[config.mk]
export PLATFORM = sky130hd
export DESIGN_NAME = fetch_unit_flat
export DESIGN_NICKNAME = d
export VERILOG_FILES = /design/src/rtl/fetch_pkg.sv /design/src/rtl/fetch_unit_if.sv /design/src/rtl/fetch_unit_ras_stack.sv /design/src/rtl/fetch_unit.sv /design/src/flat_wrapper.sv
export SDC_FILE = /design/constraint.sdc
export NUM_CORES = 1
export LEC_CHECK = 0
export ABC_CLOCK_PERIOD_IN_PS = 5200
export CAP_MARGIN = 5
export CORE_MARGIN = 8
export CORE_UTILIZATION = 57
export CTS_BUF_LIST = sky130_fd_sc_hd__clkbuf_8
export CTS_CLUSTER_SIZE = 14
export DETAILED_ROUTE_END_ITERATION = 16
export PLACE_DENSITY = 0.82
export SLEW_MARGIN = 5
export SYNTH_ARGS = -nofsm -noshare
export SYNTH_HDL_FRONTEND = slang
export SYNTH_SLANG_ARGS = --single-unit
[constraint.sdc]
create_clock -name clk -period 5.2 [get_ports clk]
set_input_delay 1.3 -clock clk [delete_from_list [all_inputs] [get_ports clk]]
set_output_delay 1.3 -clock clk [all_outputs]
set_load 0.02 [all_outputs]
[src/rtl/fetch_pkg.sv]
// Shared encodings and constants for the instruction-fetch stage.
package fetch_pkg;

    localparam logic [1:0] REDIR_JMP  = 2'd0;
    localparam logic [1:0] REDIR_CALL = 2'd1;
    localparam logic [1:0] REDIR_RET  = 2'd2;
    localparam logic [1:0] REDIR_RSVD = 2'd3;

    localparam logic [31:0] NOP_INSTR = 32'h0000_0000;

    typedef enum logic [1:0] {
        ST_BOOT  = 2'd0,
        ST_RUN   = 2'd1,
        ST_FAULT = 2'd2
    } fetch_state_e;

    // Sequential PC with wrap at the end of instruction memory.
    function automatic logic [31:0] pc_incr(input logic [31:0] pc, input logic [31:0] words);
        logic [31:0] nxt;
        if (pc == (words - 32'd1)) begin
            nxt = 32'd0;
        end else begin
            nxt = pc + 32'd1;
        end
        return nxt;
    endfunction

endpackage

[src/rtl/fetch_unit_if.sv]
// Instruction-memory, IF/ID output and redirect signals of the fetch stage.
interface fetch_if;

    logic [31:0] imem_addr;
    logic [31:0] imem_instr;
    logic        out_valid;
    logic        out_ready;
    logic [31:0] out_instr;
    logic [31:0] out_pc;
    logic        redir_valid;
    logic [1:0]  redir_kind;
    logic [31:0] redir_target;
    logic [31:0] redir_ret_addr;

    modport master (
        output imem_addr,
        input  imem_instr,
        output out_valid,
        input  out_ready,
        output out_instr,
        output out_pc,
        input  redir_valid,
        input  redir_kind,
        input  redir_target,
        input  redir_ret_addr
    );

    modport slave (
        input  imem_addr,
        output imem_instr,
        input  out_valid,
        output out_ready,
        input  out_instr,
        input  out_pc,
        output redir_valid,
        output redir_kind,
        output redir_target,
        output redir_ret_addr
    );

endinterface

[src/rtl/fetch_unit_ras_stack.sv]
// Circular return-address stack; a push on a full stack overwrites the oldest entry.
module ras_stack #(
    parameter int DEPTH = 8
) (
    input  logic        clk,
    input  logic        rst_n,
    input  logic        push,
    input  logic        pop,
    input  logic [31:0] din,
    output logic [31:0] top,
    output logic        empty,
    output logic        full,
    output logic        overflow
);

    localparam int PW = (DEPTH > 1) ? $clog2(DEPTH) : 1;
    localparam int CW = PW + 1;
    localparam logic [CW-1:0] DEPTH_C = CW'(DEPTH);

    logic [31:0]   mem_r [DEPTH];
    logic [PW-1:0] wr_ptr_r;
    logic [CW-1:0] count_r;
    logic          overflow_r;
    logic [PW-1:0] top_idx_s;

    // Top of stack sits just below the write pointer.
    always_comb begin
        top_idx_s = wr_ptr_r - PW'(1);
        top       = mem_r[top_idx_s];
        empty     = (count_r == {CW{1'b0}});
        full      = (count_r == DEPTH_C);
        overflow  = overflow_r;
    end

    // Entry storage; no reset needed since count gates every read.
    always_ff @(posedge clk) begin
        if (push) begin
            mem_r[wr_ptr_r] <= din;
        end
    end

    // Pointer, occupancy and sticky overflow.
    always_ff @(posedge clk or negedge rst_n) begin
        if (!rst_n) begin
            wr_ptr_r   <= {PW{1'b0}};
            count_r    <= {CW{1'b0}};
            overflow_r <= 1'b0;
        end else if (push) begin
            wr_ptr_r <= wr_ptr_r + PW'(1);
            if (full) begin
                overflow_r <= 1'b1;
            end else begin
                count_r <= count_r + CW'(1);
            end
        end else if (pop && !empty) begin
            wr_ptr_r <= top_idx_s;
            count_r  <= count_r - CW'(1);
        end else begin
            wr_ptr_r <= wr_ptr_r;
        end
    end

endmodule

[src/rtl/fetch_unit.sv]
// Fetch stage: owns the PC, registers the fetched instruction into IF/ID and services redirects.
module fetch_unit
    import fetch_pkg::*;
#(
    parameter logic [31:0] RESET_PC   = 32'd0,
    parameter int          IMEM_WORDS = 1024,
    parameter int          RAS_DEPTH  = 8
) (
    input  logic   clk,
    input  logic   rst_n,
    fetch_if.master bus,
    output logic   ras_overflow,
    output logic   fault
);

    localparam logic [31:0] WORDS_C = 32'(IMEM_WORDS);

    fetch_state_e state_r;
    logic [31:0]  pc_r;
    logic         out_valid_r;
    logic [31:0]  out_instr_r;
    logic [31:0]  out_pc_r;
    logic         fault_r;
    logic         ras_overflow_r;

    logic         load_s;
    logic         redir_s;
    logic         push_s;
    logic         pop_s;
    logic         ret_fault_s;
    logic [31:0]  redir_pc_s;
    logic [31:0]  ras_top_s;
    logic         ras_empty_s;
    logic         ras_full_s;
    logic         ras_ovf_s;

    ras_stack #(
        .DEPTH (RAS_DEPTH)
    ) u_ras (
        .clk      (clk),
        .rst_n    (rst_n),
        .push     (push_s),
        .pop      (pop_s),
        .din      (bus.redir_ret_addr),
        .top      (ras_top_s),
        .empty    (ras_empty_s),
        .full     (ras_full_s),
        .overflow (ras_ovf_s)
    );

    // Redirect decode; only RUN reacts, and the reserved kind is not a redirect.
    always_comb begin
        load_s      = !out_valid_r || bus.out_ready;
        redir_s     = (state_r == ST_RUN) && bus.redir_valid && (bus.redir_kind != REDIR_RSVD);
        push_s      = redir_s && (bus.redir_kind == REDIR_CALL);
        pop_s       = redir_s && (bus.redir_kind == REDIR_RET) && !ras_empty_s;
        ret_fault_s = redir_s && (bus.redir_kind == REDIR_RET) && ras_empty_s;
        case (bus.redir_kind)
            REDIR_RET: redir_pc_s = ras_top_s;
            default:   redir_pc_s = bus.redir_target;
        endcase
    end

    // FSM, PC and IF/ID output register.
    always_ff @(posedge clk or negedge rst_n) begin
        if (!rst_n) begin
            state_r        <= ST_BOOT;
            pc_r           <= RESET_PC;
            out_valid_r    <= 1'b0;
            out_instr_r    <= NOP_INSTR;
            out_pc_r       <= 32'd0;
            fault_r        <= 1'b0;
            ras_overflow_r <= 1'b0;
        end else begin
            ras_overflow_r <= ras_ovf_s || (push_s && ras_full_s);
            case (state_r)
                ST_BOOT: begin
                    state_r <= ST_RUN;
                end
                ST_RUN: begin
                    if (redir_s) begin
                        out_valid_r <= 1'b0;
                        if (ret_fault_s) begin
                            state_r <= ST_FAULT;
                            fault_r <= 1'b1;
                        end else begin
                            pc_r <= redir_pc_s;
                        end
                    end else if (load_s) begin
                        out_instr_r <= bus.imem_instr;
                        out_pc_r    <= pc_r;
                        out_valid_r <= 1'b1;
                        pc_r        <= pc_incr(pc_r, WORDS_C);
                    end else begin
                        pc_r <= pc_r;
                    end
                end
                ST_FAULT: begin
                    out_valid_r <= 1'b0;
                    fault_r     <= 1'b1;
                end
                default: begin
                    state_r     <= ST_FAULT;
                    out_valid_r <= 1'b0;
                    fault_r     <= 1'b1;
                end
            endcase
        end
    end

    assign bus.imem_addr = pc_r;
    assign bus.out_valid = out_valid_r;
    assign bus.out_instr = out_instr_r;
    assign bus.out_pc    = out_pc_r;
    assign fault         = fault_r;
    assign ras_overflow  = ras_overflow_r;

endmodule

[src/flat_wrapper.sv]
// flat-port wrapper written by rule: the top's interface ports become plain ports
module fetch_unit_flat import fetch_pkg::*;
#(
    parameter logic [31:0] RESET_PC   = 32'd0,
    parameter int          IMEM_WORDS = 1024,
    parameter int          RAS_DEPTH  = 8
)
  (clk, rst_n, ras_overflow, fault, bus_imem_addr, bus_imem_instr, bus_out_valid, bus_out_ready, bus_out_instr, bus_out_pc, bus_redir_valid, bus_redir_kind, bus_redir_target, bus_redir_ret_addr);
  fetch_if bus_i ();
  input  logic clk;
  input  logic rst_n;
  output logic ras_overflow;
  output logic fault;
  output wire logic [$bits(bus_i.imem_addr)-1:0] bus_imem_addr;
  input wire logic [$bits(bus_i.imem_instr)-1:0] bus_imem_instr;
  output wire logic [$bits(bus_i.out_valid)-1:0] bus_out_valid;
  input wire logic [$bits(bus_i.out_ready)-1:0] bus_out_ready;
  output wire logic [$bits(bus_i.out_instr)-1:0] bus_out_instr;
  output wire logic [$bits(bus_i.out_pc)-1:0] bus_out_pc;
  input wire logic [$bits(bus_i.redir_valid)-1:0] bus_redir_valid;
  input wire logic [$bits(bus_i.redir_kind)-1:0] bus_redir_kind;
  input wire logic [$bits(bus_i.redir_target)-1:0] bus_redir_target;
  input wire logic [$bits(bus_i.redir_ret_addr)-1:0] bus_redir_ret_addr;
  assign bus_imem_addr = bus_i.imem_addr;
  assign bus_i.imem_instr = bus_imem_instr;
  assign bus_out_valid = bus_i.out_valid;
  assign bus_i.out_ready = bus_out_ready;
  assign bus_out_instr = bus_i.out_instr;
  assign bus_out_pc = bus_i.out_pc;
  assign bus_i.redir_valid = bus_redir_valid;
  assign bus_i.redir_kind = bus_redir_kind;
  assign bus_i.redir_target = bus_redir_target;
  assign bus_i.redir_ret_addr = bus_redir_ret_addr;
  fetch_unit #(.RESET_PC(RESET_PC), .IMEM_WORDS(IMEM_WORDS), .RAS_DEPTH(RAS_DEPTH)) u_core (.clk(clk), .rst_n(rst_n), .bus(bus_i), .ras_overflow(ras_overflow), .fault(fault));
endmodule
==> impl_metrics.csv <==
group,metric,value,unit
run_status,outcome,"finished clean",
worst_setup_path,r2r-start,"u_core.u_ras.wr_ptr_r[0]$_DFFE_PN0P_",
worst_hold_path,hp-class,"reg -> reg",
logic_synthesis,avgSynthCellArea,16.2,sq um
worst_setup_path,crit_required,5640,ps
die,die_w,178,um
worst_setup_path,cp-start-kind,"flip-flop",
placement,place_area,17400,sq um
logic_synthesis,synth_flop_cell,"edfxtp_1",
cells_and_area,final_net_count,1258,
pwr,seqPwrFrac,39.0,%
cts,post_cts_buffers,0,
pwr,p_int,6860,uW
cells_and_area,finalInstanceArea,18500,sq um
worst_setup_path,endpoint_kind,"flip-flop",
die,rows,59,
logic_synthesis,synth-adder-area-share,0.418,%
pwr,clkPwrFrac,20.7,%
logic_synthesis,synth_nets,1033,
worst_setup_path,path_delay_family,"flip-flops",
die,dieArea,31700,sq um
timing,finalCriticalPeriod,3580,ps
pwr,irDropWorstVdd,0.430,mV
cts,cts_tree,"done",
pwr,power.density,579,nW/um^2
detailed_routing,routed_wl,36300,um
placement,io_buffers,200,
logic_synthesis,yosysSeqAreaShare,69.6,%
detailed_routing,vias,9211,
die,initial_core_util,57.8,%
timing,hold_viol,0,
global_routing,grt_pass1_vias,9452,
cts,clkSinkCount,365,
logic_synthesis,synthMuxAreaShare,14.7,%
placement,place.gp.congestion,0.878,
cells_and_area,diodes,0,
detailed_routing,highest_layer,"met5",
worst_setup_path,critPathBufInv,1,
global_routing,grt_max_degree,68,
cts,cts-root-buf,"clkbuf_8",
job,drv_cap,0,
placement,place_inst,1429,
logic_synthesis,netlist_instances,926,
timing,slew_viol_final,0,
worst_hold_path,min_from,"u_core.fault$_DFFE_PN0P_",
detailed_routing,m1WireLength,13900,um
logic_synthesis,synth_edf_count,256,
detailed_routing,post_drt_wl_per_cell,23.7,um
worst_setup_path,crit_chain,"clkinv_1 > ha_4 > xor2_4 > mux4_2 > nand2_1 > nand3_1 > o211ai_1 > o311ai_1",
die,die_y,178,um
detailed_routing,viasPerCell,6.02,
detailed_routing,ant_nets,0,
logic_synthesis,synth-xor-area-share,0.468,%
cells_and_area,syn_to_final_growth,23.4,%
global_routing,antenna_found_initial,2,
logic_synthesis,synth_top_family_by_area,"multiplexers",
worst_setup_path,cp_slowest_cell,"dfrtp_4",
placement,dpl.hpwl,24100,um
timing,rsz0062_at_grt,"no",
worst_setup_path,crit_start,"u_core.u_ras.wr_ptr_r[0]$_DFFE_PN0P_",
worst_setup_path,slowest_delay,730,ps
die,ioPinCount,201,
pwr,p_leak,0.00638,uW
cells_and_area,fin_cells,1531,
logic_synthesis,syn_area,15000,sq um
timing,tightestPinTransition,958,ps
worst_setup_path,critPathArrivalTime,4020,ps
timing,period_share,68.9,%
logic_synthesis,synth-seq-cells,365,
detailed_routing,drtIter0Drc,725,
timing,tns,0,ps
pwr,switching_share,35.8,%
global_routing,grtUsageTotal,22.8,%
cts,clockBufferDepth,3,
worst_setup_path,crit_type,"reg -> reg",
detailed_routing,met3_length,3660,um
cts,hold_buffers,0,
timing,skew,17.2,ps
timing,max_freq,0.279,GHz
timing,finalSetupViolCount,0,
cells_and_area,layout-drive-gt1-share,19.6,%
timing,relSlewSlack,35.7,%
cts,cts.htree.levels,2,
detailed_routing,met2WireLength,17800,um
global_routing,gr-total-overflow,0,
detailed_routing,first_pass_iters,7,
logic_synthesis,yosysUniqueCellTypes,55,
cts,clkLatencyLatePin,600,ps
logic_synthesis,async_reset_ff_share,29.9,%
cts,cts-buffers-inserted,55,
timing,worst_hold_slack,470,ps
cells_and_area,final_util,71.3,%
logic_synthesis,yosysWarnings,0,
pwr,pwr-share-comb,40.4,%
detailed_routing,remaining_drc_errors,0,
pwr,p_sw,3830,uW
die,core_area,25900,sq um
global_routing,grt_pass1_wl,55200,um
cts,cts_resized,0,
cts,clkSlewWorstSetupHoldPaths,60,ps
worst_setup_path,crit_fanout,23,
logic_synthesis,synth_compound_area_share,5.79,%
logic_synthesis,yosys.area_share.simple,7.32,%
==> synth_stat cells (8+ instances only) <==
cell        n  area share, %
edfxtp_1  256             51
dfrtp_1   109             18
nand2_1   100            2.5
mux2_2     65            4.9
mux4_2     61            9.2
nand3_1    40            1.3
o211ai_1   38            1.9
nor2_1     32           0.80
clkbuf_1   27           0.68
o21ai_0    23           0.77
a31oi_1    14           0.59
buf_2      13           0.43
a21oi_1    12           0.40
nor3_1     12           0.40
nor4_1     11           0.46
o311ai_1    9           0.53
o21ai_1     8           0.27
==> worst reg2reg max path: stages, from the launching register on <==
cell      delay [ps]
dfrtp_4          730
clkinv_1         440
ha_4             340
xor2_4           600
mux4_2           610
nand2_1           80
nand3_1          120
o211ai_1         320
o311ai_1         200
==> state kept, by name, indices dropped and copies added, names as in the netlist, 2 cells and up <==
signal                 count
u_core.state_r             2
u_core.bus.out_pc         32
u_core.u_ras.wr_ptr_r      3
u_core.bus.imem_addr      32
u_core.bus.out_instr      32
u_core.u_ras.count_r       4
u_core.u_ras.mem_r       256
==> cells by family after synthesis <==
kind of cell	after synthesis
fa+ha+maj	5
buf+inv	57
compound gates	126
xor+xnor	8
flops	365
simple gates	234
mux	131
==> final cells by class <==
cell class | instances | area (sq um)
Clock inverter | 43 | 241
Tap cell | 335 | 419
Timing Repair Buffer | 218 | 2150
Inverter | 7 | 26.3
Sequential cell | 365 | 10400
Fill cell | 1636 | 7440
Multi-Input combinational cell | 504 | 4410
Clock buffer | 59 | 812
==> cell usage in the layout (no fill, tap or decap), types with 4 or more instances in the layout <==
cell	n
clkinv_1	8
nor2b_1	5
nand2_1	100
o211ai_1	38
a221o_1	5
and3_1	6
edfxtp_1	256
clkbuf_8	59
mux2_2	65
nor2_2	4
nand4_1	6
nand3_1	40
a21oi_1	12
o21ai_0	23
buf_4	18
dfrtp_1	108
mux4_2	61
a31oi_1	14
o311ai_1	9
o21ai_1	8
nor3_2	5
inv_1	30
nor4_1	10
nor2_1	28
clkdlybuf4s50_1	199
xnor2_1	5
clkinv_2	7
nor3_1	7
ha_1	4
==> per-layer routing <==
metal	GRT usage, %	up-vias
met5	0	-
met2	37.9	448
met3	5.52	71
met4	7.64	4
met1	29.0	4575
li1	-	4113
==> per-stage QoR <==
step                      worst slack, ps  total power (uW)
after floorplan                       405              6820
after detailed placement             1320              8560
after CTS                            1560             10800
after global placement               1340              8450
final                                1620             10700
after global routing                 1380             11300
==> worst paths after layout <==
path / slack [ps] / cells after the start / to
min in group asynchronous: 760 / 1 / u_core.bus.imem_addr[28]$_DFFE_PN0P_
max in group asynchronous: 3560 / 2 / u_core.bus.out_pc[0]$_DFFE_PN0P_
worst min-delay path: 470 / 1 / u_core.fault$_DFFE_PN0P_
worst max-delay path: 1620 / 8 / u_core.bus.imem_addr[30]$_DFFE_PN0P_
worst max register to register: 1620 / 8 / u_core.bus.imem_addr[30]$_DFFE_PN0P_
worst min register to register: 470 / 1 / u_core.fault$_DFFE_PN0P_
==> power groups by stage <==
stage / combinational [uW] / sequential [uW] / clock (uW)
final: 4320 / 4170 / 2210
after global routing: 4630 / 4240 / 2390
after CTS: 4360 / 4160 / 2250
after detailed placement: 4350 / 4220 / 0
after global placement: 4250 / 4190 / 0
after floorplan: 2380 / 4450 / 0
(Power assumes the default switching activity.)
